--- config.mk ---
export PLATFORM = sky130hd
export DESIGN_NAME = can_bit_destuff
export DESIGN_NICKNAME = d
export VERILOG_FILES = /design/src/rtl/can_bit_destuff.sv
export SDC_FILE = /design/constraint.sdc
export NUM_CORES = 1
export LEC_CHECK = 0
export CORE_ASPECT_RATIO = 1.5
export CORE_MARGIN = 2
export CORE_UTILIZATION = 48
export CTS_BUF_LIST = sky130_fd_sc_hd__clkbuf_16
export DETAILED_ROUTE_END_ITERATION = 12
export HOLD_SLACK_MARGIN = 0.08
export PLACE_DENSITY_LB_ADDON = 0.3
export SLEW_MARGIN = 20
export SYNTH_ARGS = -nofsm -noshare
export SYNTH_HDL_FRONTEND = slang
export SYNTH_SLANG_ARGS = --single-unit
--- constraint.sdc ---
create_clock -name i_Clock -period 2.15 [get_ports i_Clock]
set_input_delay 0.645 -clock i_Clock [delete_from_list [all_inputs] [get_ports i_Clock]]
set_output_delay 0.645 -clock i_Clock [all_outputs]
set_load 0.01 [all_outputs]
--- src/rtl/can_bit_destuff.sv ---
// CAN receive front-end: pin synchronizer, SOF hard sync, per-bit sample strobe,
// stuff-bit removal / stuff-error detection and bus-idle tracking.
module can_bit_destuff #(
  parameter int unsigned CLKS_PER_BIT = 10,
  parameter int unsigned SAMPLE_POINT = 7,
  parameter int unsigned IDLE_BITS    = 11
) (
  input  logic i_Clock,
  input  logic i_Rst_n,
  input  logic i_Rx_Serial,
  input  logic i_Stuff_En,
  output logic o_Sample,
  output logic o_Rx_Bit,
  output logic o_Ignora_bit,
  output logic o_Erro_Flag,
  output logic o_Sof,
  output logic o_Bus_Idle
);

  localparam int unsigned CNT_W  = (CLKS_PER_BIT > 2) ? $clog2(CLKS_PER_BIT) : 1;
  localparam int unsigned IDLE_W = $clog2(IDLE_BITS + 1);

  localparam logic [CNT_W-1:0]  CNT_MAX = CNT_W'(CLKS_PER_BIT - 1);
  localparam logic [CNT_W-1:0]  CNT_SP  = CNT_W'(SAMPLE_POINT);
  localparam logic [IDLE_W-1:0] IDLE_N  = IDLE_W'(IDLE_BITS);

  typedef enum logic [2:0] {
    IDLE_WAIT,
    BUS_IDLE,
    SOF_CHECK,
    RECEIVING,
    ERROR_WAIT
  } state_t;

  state_t            state;
  logic              sync1;
  logic              sync2;
  logic              sync_prev;
  logic [CNT_W-1:0]  clk_cnt;
  logic [IDLE_W-1:0] idle_cnt;
  logic [IDLE_W-1:0] rec_cnt;
  logic [2:0]        run_cnt;
  logic              last_bit;

  logic              fall_c;
  logic              hard_sync_c;
  logic              at_sample_c;
  logic [IDLE_W-1:0] idle_inc_c;
  logic [IDLE_W-1:0] rec_inc_c;

  // Edge detect, sample-point decode and saturating increments.
  // The hard-sync cycle itself counts as clk_cnt=0, so it never hits the sample point.
  always_comb begin
    fall_c      = sync_prev & ~sync2;
    hard_sync_c = fall_c && ((state == IDLE_WAIT) || (state == BUS_IDLE));
    at_sample_c = !hard_sync_c && (state != BUS_IDLE) && (clk_cnt == CNT_SP);
    idle_inc_c  = (idle_cnt == IDLE_N) ? idle_cnt : idle_cnt + IDLE_W'(1);
    rec_inc_c   = (rec_cnt == IDLE_N) ? rec_cnt : rec_cnt + IDLE_W'(1);
  end

  always_ff @(posedge i_Clock or negedge i_Rst_n) begin
    if (!i_Rst_n) begin
      state        <= IDLE_WAIT;
      sync1        <= 1'b1;
      sync2        <= 1'b1;
      sync_prev    <= 1'b1;
      clk_cnt      <= '0;
      idle_cnt     <= '0;
      rec_cnt      <= '0;
      run_cnt      <= '0;
      last_bit     <= 1'b0;
      o_Sample     <= 1'b0;
      o_Rx_Bit     <= 1'b1;
      o_Ignora_bit <= 1'b0;
      o_Erro_Flag  <= 1'b0;
      o_Sof        <= 1'b0;
      o_Bus_Idle   <= 1'b0;
    end else begin
      sync1     <= i_Rx_Serial;
      sync2     <= sync1;
      sync_prev <= sync2;
      o_Sample  <= 1'b0;
      o_Sof     <= 1'b0;

      // Bit timer: stopped while the bus is idle, restarted by a hard sync.
      if (hard_sync_c) begin
        clk_cnt <= CNT_W'(1);
      end else if (state != BUS_IDLE) begin
        clk_cnt <= (clk_cnt == CNT_MAX) ? '0 : clk_cnt + CNT_W'(1);
      end

      case (state)
        IDLE_WAIT: begin
          if (fall_c) begin
            idle_cnt <= '0;
          end else if (at_sample_c) begin
            if (!sync2) begin
              idle_cnt <= '0;
            end else if (idle_inc_c == IDLE_N) begin
              idle_cnt    <= '0;
              state       <= BUS_IDLE;
              o_Bus_Idle  <= 1'b1;
              o_Erro_Flag <= 1'b0;
            end else begin
              idle_cnt <= idle_inc_c;
            end
          end
        end

        BUS_IDLE: begin
          if (fall_c) begin
            state      <= SOF_CHECK;
            o_Bus_Idle <= 1'b0;
          end
        end

        SOF_CHECK: begin
          if (at_sample_c) begin
            if (!sync2) begin
              state        <= RECEIVING;
              o_Sample     <= 1'b1;
              o_Sof        <= 1'b1;
              o_Rx_Bit     <= 1'b0;
              o_Ignora_bit <= 1'b0;
              o_Erro_Flag  <= 1'b0;
              run_cnt      <= 3'd1;
              last_bit     <= 1'b0;
              rec_cnt      <= '0;
            end else begin
              state       <= BUS_IDLE;
              o_Bus_Idle  <= 1'b1;
              o_Erro_Flag <= 1'b0;
            end
          end
        end

        RECEIVING, ERROR_WAIT: begin
          if (at_sample_c) begin
            o_Sample     <= 1'b1;
            o_Rx_Bit     <= sync2;
            o_Ignora_bit <= 1'b0;
            o_Erro_Flag  <= 1'b0;
            rec_cnt      <= sync2 ? rec_inc_c : '0;

            // Stuff rule: after five equal bits the next must differ and is dropped.
            if (state == RECEIVING) begin
              if (!i_Stuff_En) begin
                run_cnt <= '0;
              end else if (run_cnt == 3'd0) begin
                run_cnt  <= 3'd1;
                last_bit <= sync2;
              end else if (run_cnt == 3'd5) begin
                if (sync2 != last_bit) begin
                  o_Ignora_bit <= 1'b1;
                  run_cnt      <= 3'd1;
                  last_bit     <= sync2;
                end else begin
                  o_Erro_Flag <= 1'b1;
                  state       <= ERROR_WAIT;
                end
              end else if (sync2 == last_bit) begin
                run_cnt <= run_cnt + 3'd1;
              end else begin
                run_cnt  <= 3'd1;
                last_bit <= sync2;
              end
            end

            if (sync2 && (rec_inc_c == IDLE_N)) begin
              state       <= BUS_IDLE;
              o_Bus_Idle  <= 1'b1;
              o_Erro_Flag <= 1'b0;
            end
          end
        end

        default: state <= IDLE_WAIT;
      endcase
    end
  end

endmodule
# Yosys cells after proc, flatten, opt, wreduce, memory -nomap -nowiden

Index checks and enable logic that the tools add are counted.

Bitwise logic cells: 2
$add $sub $neg: 4
Equality and inequality tests: 34
Reduce and logical (&&, ||, !) cells: 21
Muxes and demuxes: 86

Operator list:

| kind                                           | count |
|---|---|
| 2-to-1 mux 3 bit                               | 22 |
| 2-to-1 mux 4 bit                               | 13 |
| 2-to-1 mux 1 bit                               | 41 |
| != test 2 bit (second input constant)          | 11 |
| == test 4 bit (second input constant)          | 5 |
| != test 3 bit (second input constant)          | 5 |
| adder 4 x 1 -> 4 bit (second input constant)   | 3 |
| one-hot mux 3 bit (4 select lines)             | 1 |
| AND reduction 12 bit                           | 1 |
| AND reduction 10 bit                           | 1 |
| != test 4 bit (second input constant)          | 2 |
| one-hot mux 1 bit (2 select lines)             | 4 |
| one-hot mux 4 bit (2 select lines)             | 1 |
| AND reduction 8 bit                            | 1 |
| AND reduction 7 bit                            | 1 |
| == test 3 x 2 -> 1 bit (second input constant) | 2 |
| == test 3 bit (second input constant)          | 2 |
| zero test 3 bit                                | 2 |
| one-hot mux 3 bit (2 select lines)             | 1 |
| AND reduction 6 bit                            | 1 |
| nonzero test 2 bit                             | 3 |
| != test 5 bit (second input constant)          | 1 |
| == test 4 x 3 -> 1 bit (second input constant) | 1 |
| logical AND 1 bit                              | 4 |
| 18 further kinds                               | 18 |

Logic and storage cells: 162
Bits of input ports: 4
Output and inout bits: 6
Bits in registers: 28

# Longest topological paths before layout

Depth after elaboration: 9
Depth in mapped cells: 7
Gate-level depth less buffers: 7

# Least setup slack after synthesis

OpenSTA, ideal clock, no wires.

Path type: reg-to-reg
Start: register idle_cnt[0]
End: register idle_cnt[1]
Setup slack: 0.249 ns
Buffers on the path: 0
Clock period less this slack: 1.901 ns
Cell stages (with the launch flop): 7
Required time: 2.082 ns
Arrival: 1.833 ns
Setup time: 0.068 ns
Cells stage by stage: dfrtp_1 ha_1 nor2b_1 a32o_1 a2111oi_4 a31o_1 a32o_1

Longest elaborated chain between the ends: 7
Elaborated cells on any way between the ends: 8
Those cells by class: 1 x add/sub; 2 x eq/ne; 5 x mux

Ends and longest elaborated chain:

| item                                                  | RTL line | RTL |
|---|---|---|
| from (decl)                                           | 40       | `logic [IDLE_W-1:0] idle_cnt;` |
| from (signal assigned)                                | 105      | `idle_cnt <= idle_inc_c;` |
| adder 4 x 1 -> 4 bit or == test 4 bit (tied branches) | 57       | `idle_inc_c = (idle_cnt == IDLE_N) ? idle_cnt : idle_cnt + IDLE_W'(1);` |
| 2-to-1 mux 4 bit *                                    | 57       |  |
| == test 4 bit                                         | 99       | `end else if (idle_inc_c == IDLE_N) begin` |
| 2-to-1 mux 4 bit *                                    | 99       |  |
| 2-to-1 mux 4 bit *                                    | 97       | `if (!sync2) begin` |
| 2-to-1 mux 4 bit *                                    | 96       | `end else if (at_sample_c) begin` |
| 2-to-1 mux 4 bit *                                    | 94       | `if (fall_c) begin` |

Mark *: on every way between the ends. The rest lies on a longest branch, timed or not. The select of a mux whose other input is x is not followed.
A chain may end at the register's enable or synchronous reset.

# Worst setup path in the final report

Start: register idle_cnt[1]
End: register idle_cnt[1]

Same word-level chain as after synthesis.

==> impl_metrics.json <==
{
  "result_of_the_run": "finished clean",
  "fill_cells": 333,
  "synthesis.area_mm2": 0.00170,
  "leakage_nw": 0.843,
  "path_delay_family": "compound AO/OA/AOI/OAI gates",
  "start_util_pct": 50.2,
  "place_ws_ps": 35.0,
  "global_route.usage.met3_pct": 2.53,
  "clock_tree.root_cell": "clkbuf_16",
  "critical_path_buffer_and_inverter_count": 0,
  "detail_route.first_pass.iterations": 4,
  "worst_skew_pair.late_latency_ps": 270,
  "number_of_top_level_design_ports": 10,
  "report.power.total_mw": 1.30,
  "cts_made_buffers": 3,
  "final_common_cell": "dfrtp_1",
  "grt_overflow": 0,
  "h-tree-depth": 1,
  "detail_route.wl_per_cell_um": 15.4,
  "global_route.peak_usage_layer": "met2",
  "remaining_drc_errors": 0,
  "worst_stage_delay_on_the_critical_path_ps": 470,
  "crit_path_cell_trace": "ha_1 > nor2b_2 > a32o_1 > a2111oi_4 > a31o_1 > a32o_1",
  "area_added_between_synthesis_and_finish_pct": 14.1,
  "detailroute.via_count": 1440,
  "hpwlAfterDp_mm": 2.55,
  "port_buffers": 9,
  "number_of_sinks_driven_by_the_clock_tree": 28,
  "fin_worst_skew_ps": 7.48,
  "cpMaxStageDelayCell": "a2111oi_4",
  "die_width_um": 52.6,
  "period_share_pct": 95.0,
  "max-vdd-ir-drop_v": 0.000454,
  "most_frequent_cells_in_the_layout": "dfrtp_1, nand2_1, nor2_1, inv_1, o21ai_1",
  "cts_buffer_depth": 2,
  "wire_length_of_the_first_global_routing_pass_mm": 6.15,
  "worstPathRequired_ps": 2360,
  "nets": 207,
  "synth_seq_cells": 28,
  "grt_max_degree": 29,
  "synth.largest_area_cell": "dfrtp_1",
  "yosysUniqueCellTypes": 46,
  "timing_worst_slew_pin_value_ps": 594,
  "max-cap-violations": 0,
  "design.die.area_mm2": 0.00404,
  "synth_cells": 184,
  "worst-path-max-fanout": 5,
  "final_count_of_pins_violating_max_slew": 0,
  "drt-vias-per-instance": 6.08,
  "die_height_um": 76.9,
  "pd_cells_mw_per_mm2": 670,
  "synth-edff-count": 0,
  "num_rows": 26,
  "cts_setup_buffers": 0,
  "global_route.usage.total_pct": 19.9,
  "startpoint_class_of_the_critical_path": "flip-flop",
  "synth_top_area_share_pct": 35.3,
  "timing.max_slew.rel_slack_pct": 60.1,
  "setup_total_negative_slack_ps": 0,
  "max_clock_freq_mhz": 490,
  "post_cts_hold_buffer_count": 0,
  "share_of_the_yosys_chip_area_belonging_to_registers_pct": 41.5,
  "final_hold_viol_count": 0,
  "placedCellCount": 233,
  "groute.layer.met1.usage_pct": 23.6,
  "grt_setup_unrepaired": "no",
  "yosys_most_used_dff": "dfrtp_1",
  "globalRouteMet2Util_pct": 33.5,
  "drive_gt1_share_pct": 8.72,
  "syn-num-nets": 195,
  "core_area_mm2": 0.00338,
  "async_flop_share_pct": 100,
  "crit_path_end_kind": "flip-flop",
  "timing_worst_setup_path_type": "flip-flop to flip-flop",
  "clk_pin_slew_worst_paths_ps": 70,
  "gp_congestion": 0.865,
  "antenna_cells_inserted": 0,
  "postRouteAntennaNets": 0,
  "postSynthAreaPerCell_um2": 9.23,
  "final_critical_path_setup_slack_ps": 108,
  "first_global_vias": 1411,
  "synth_area_leaders": "dfrtp_1, dfstp_2, ha_1, nand2_1, a32o_1",
  "post-route-min-period_ps": 2040,
  "drt_first_iter_violations": 37,
  "grt_antenna_before_repair": 0,
  "hp-class": "flip-flop to flip-flop",
  "cp_common_cell": "a32o_1",
  "number_of_standard_cells_in_the_final_layout_excluding_fillers": 237,
  "report.final.setup_viol": 0,
  "ys.warnings.count": 0,
  "ctsResizeCount": 0,
  "cts_tree": "built",
  "wirelength_mm": 3.64,
  "worst_ep_arrival_time_ps": 2250
}
## report_power, final
part	total, mW	switching (mW)	internal [mW]
Combinational	0.234	0.115	0.119
Clock	0.427	0.177	0.250
Sequential	0.639	0.0592	0.579
Total	1.30	0.351	0.948
## sequential cells by signal (all words and copies together) (netlist names)
| name | cells |
|---|---|
| run_cnt | 3 |
| state | 3 |
| sync_prev | 1 |
| last_bit | 1 |
| sync2 | 1 |
| o_Sample | 1 |
| rec_cnt | 4 |
| o_Ignora_bit | 1 |
| o_Erro_Flag | 1 |
| o_Rx_Bit | 1 |
| sync1 | 1 |
| clk_cnt | 4 |
| o_Sof | 1 |
| idle_cnt | 4 |
| o_Bus_Idle | 1 |
## kinds of logic (layout without fill, tap and decap cells)
group	after synthesis	in the layout	synth area share, %
DFF	28	28	41.5
muxes	1	1	0.663
xor gates and xnor gates	3	3	1.55
adders and majority gates	7	7	5.15
and+or+nand+nor	67	67	21.8
buffers and inverters	17	28	3.83
AOI/OAI and AO/OA	61	61	25.5
## path summary, 6_finish.rpt
| kind | start | end | slack (ps) | cells after the start |
|---|---|---|---|---|
| max | idle_cnt[1] | idle_cnt[1] | 110 | 6 |
| min | sync1 | sync2 | 360 | 0 |
| max reg2reg | idle_cnt[1] | idle_cnt[1] | 110 | 6 |
| min reg2reg | sync1 | sync2 | 360 | 0 |
| max in group asynchronous | i_Rst_n | o_Rx_Bit | 1080 | 2 |
| min in group asynchronous | i_Rst_n | clk_cnt[2] | 760 | 2 |
## metrics by stage
step	utilization, %	instance area, um^2	hold WS (ps)
after global placement	54.6	1850	349
after floorplan	-	1700	345
after global routing	57.3	1940	368
after detailed placement	54.6	1850	347
after CTS	57.0	1930	362
final	57.3	1940	360
## synthesized netlist by cell type (2+ instances only)
cell	instances
nor2_1	13
o211ai_1	3
o22ai_1	5
o21ai_1	10
a32o_1	6
nand2b_1	4
dfstp_2	4
nand3b_1	3
and3b_1	3
clkbuf_1	5
a22o_1	2
nor3_1	2
or2_1	2
xnor2_1	2
nand4_1	2
nand2_1	17
inv_2	2
nor2b_1	6
dfrtp_1	24
nand3_1	7
a211oi_1	3
o21ai_0	8
o31ai_1	3
inv_1	9
a21oi_1	9
ha_1	7
o21bai_1	2
nand4b_1	2
a21bo_1	2
## metal layers
layer	routed length, um	vias up
met2	1940	24
met4	92	0
met3	65	9
met1	1550	704
li1	-	703
met5	0	-
## cell type report
cell class | count | area, um^2 | area share (%)
Sequential cell | 28 | 706 | 36.4
Tap cell | 42 | 52.6 | 2.71
Timing Repair Buffer | 13 | 120 | 6.20
Clock inverter | 1 | 3.75 | 0.194
Clock buffer | 3 | 75.1 | 3.87
Multi-Input combinational cell | 139 | 940 | 48.5
Inverter | 11 | 41.3 | 2.13
(Power assumes the default switching activity.)
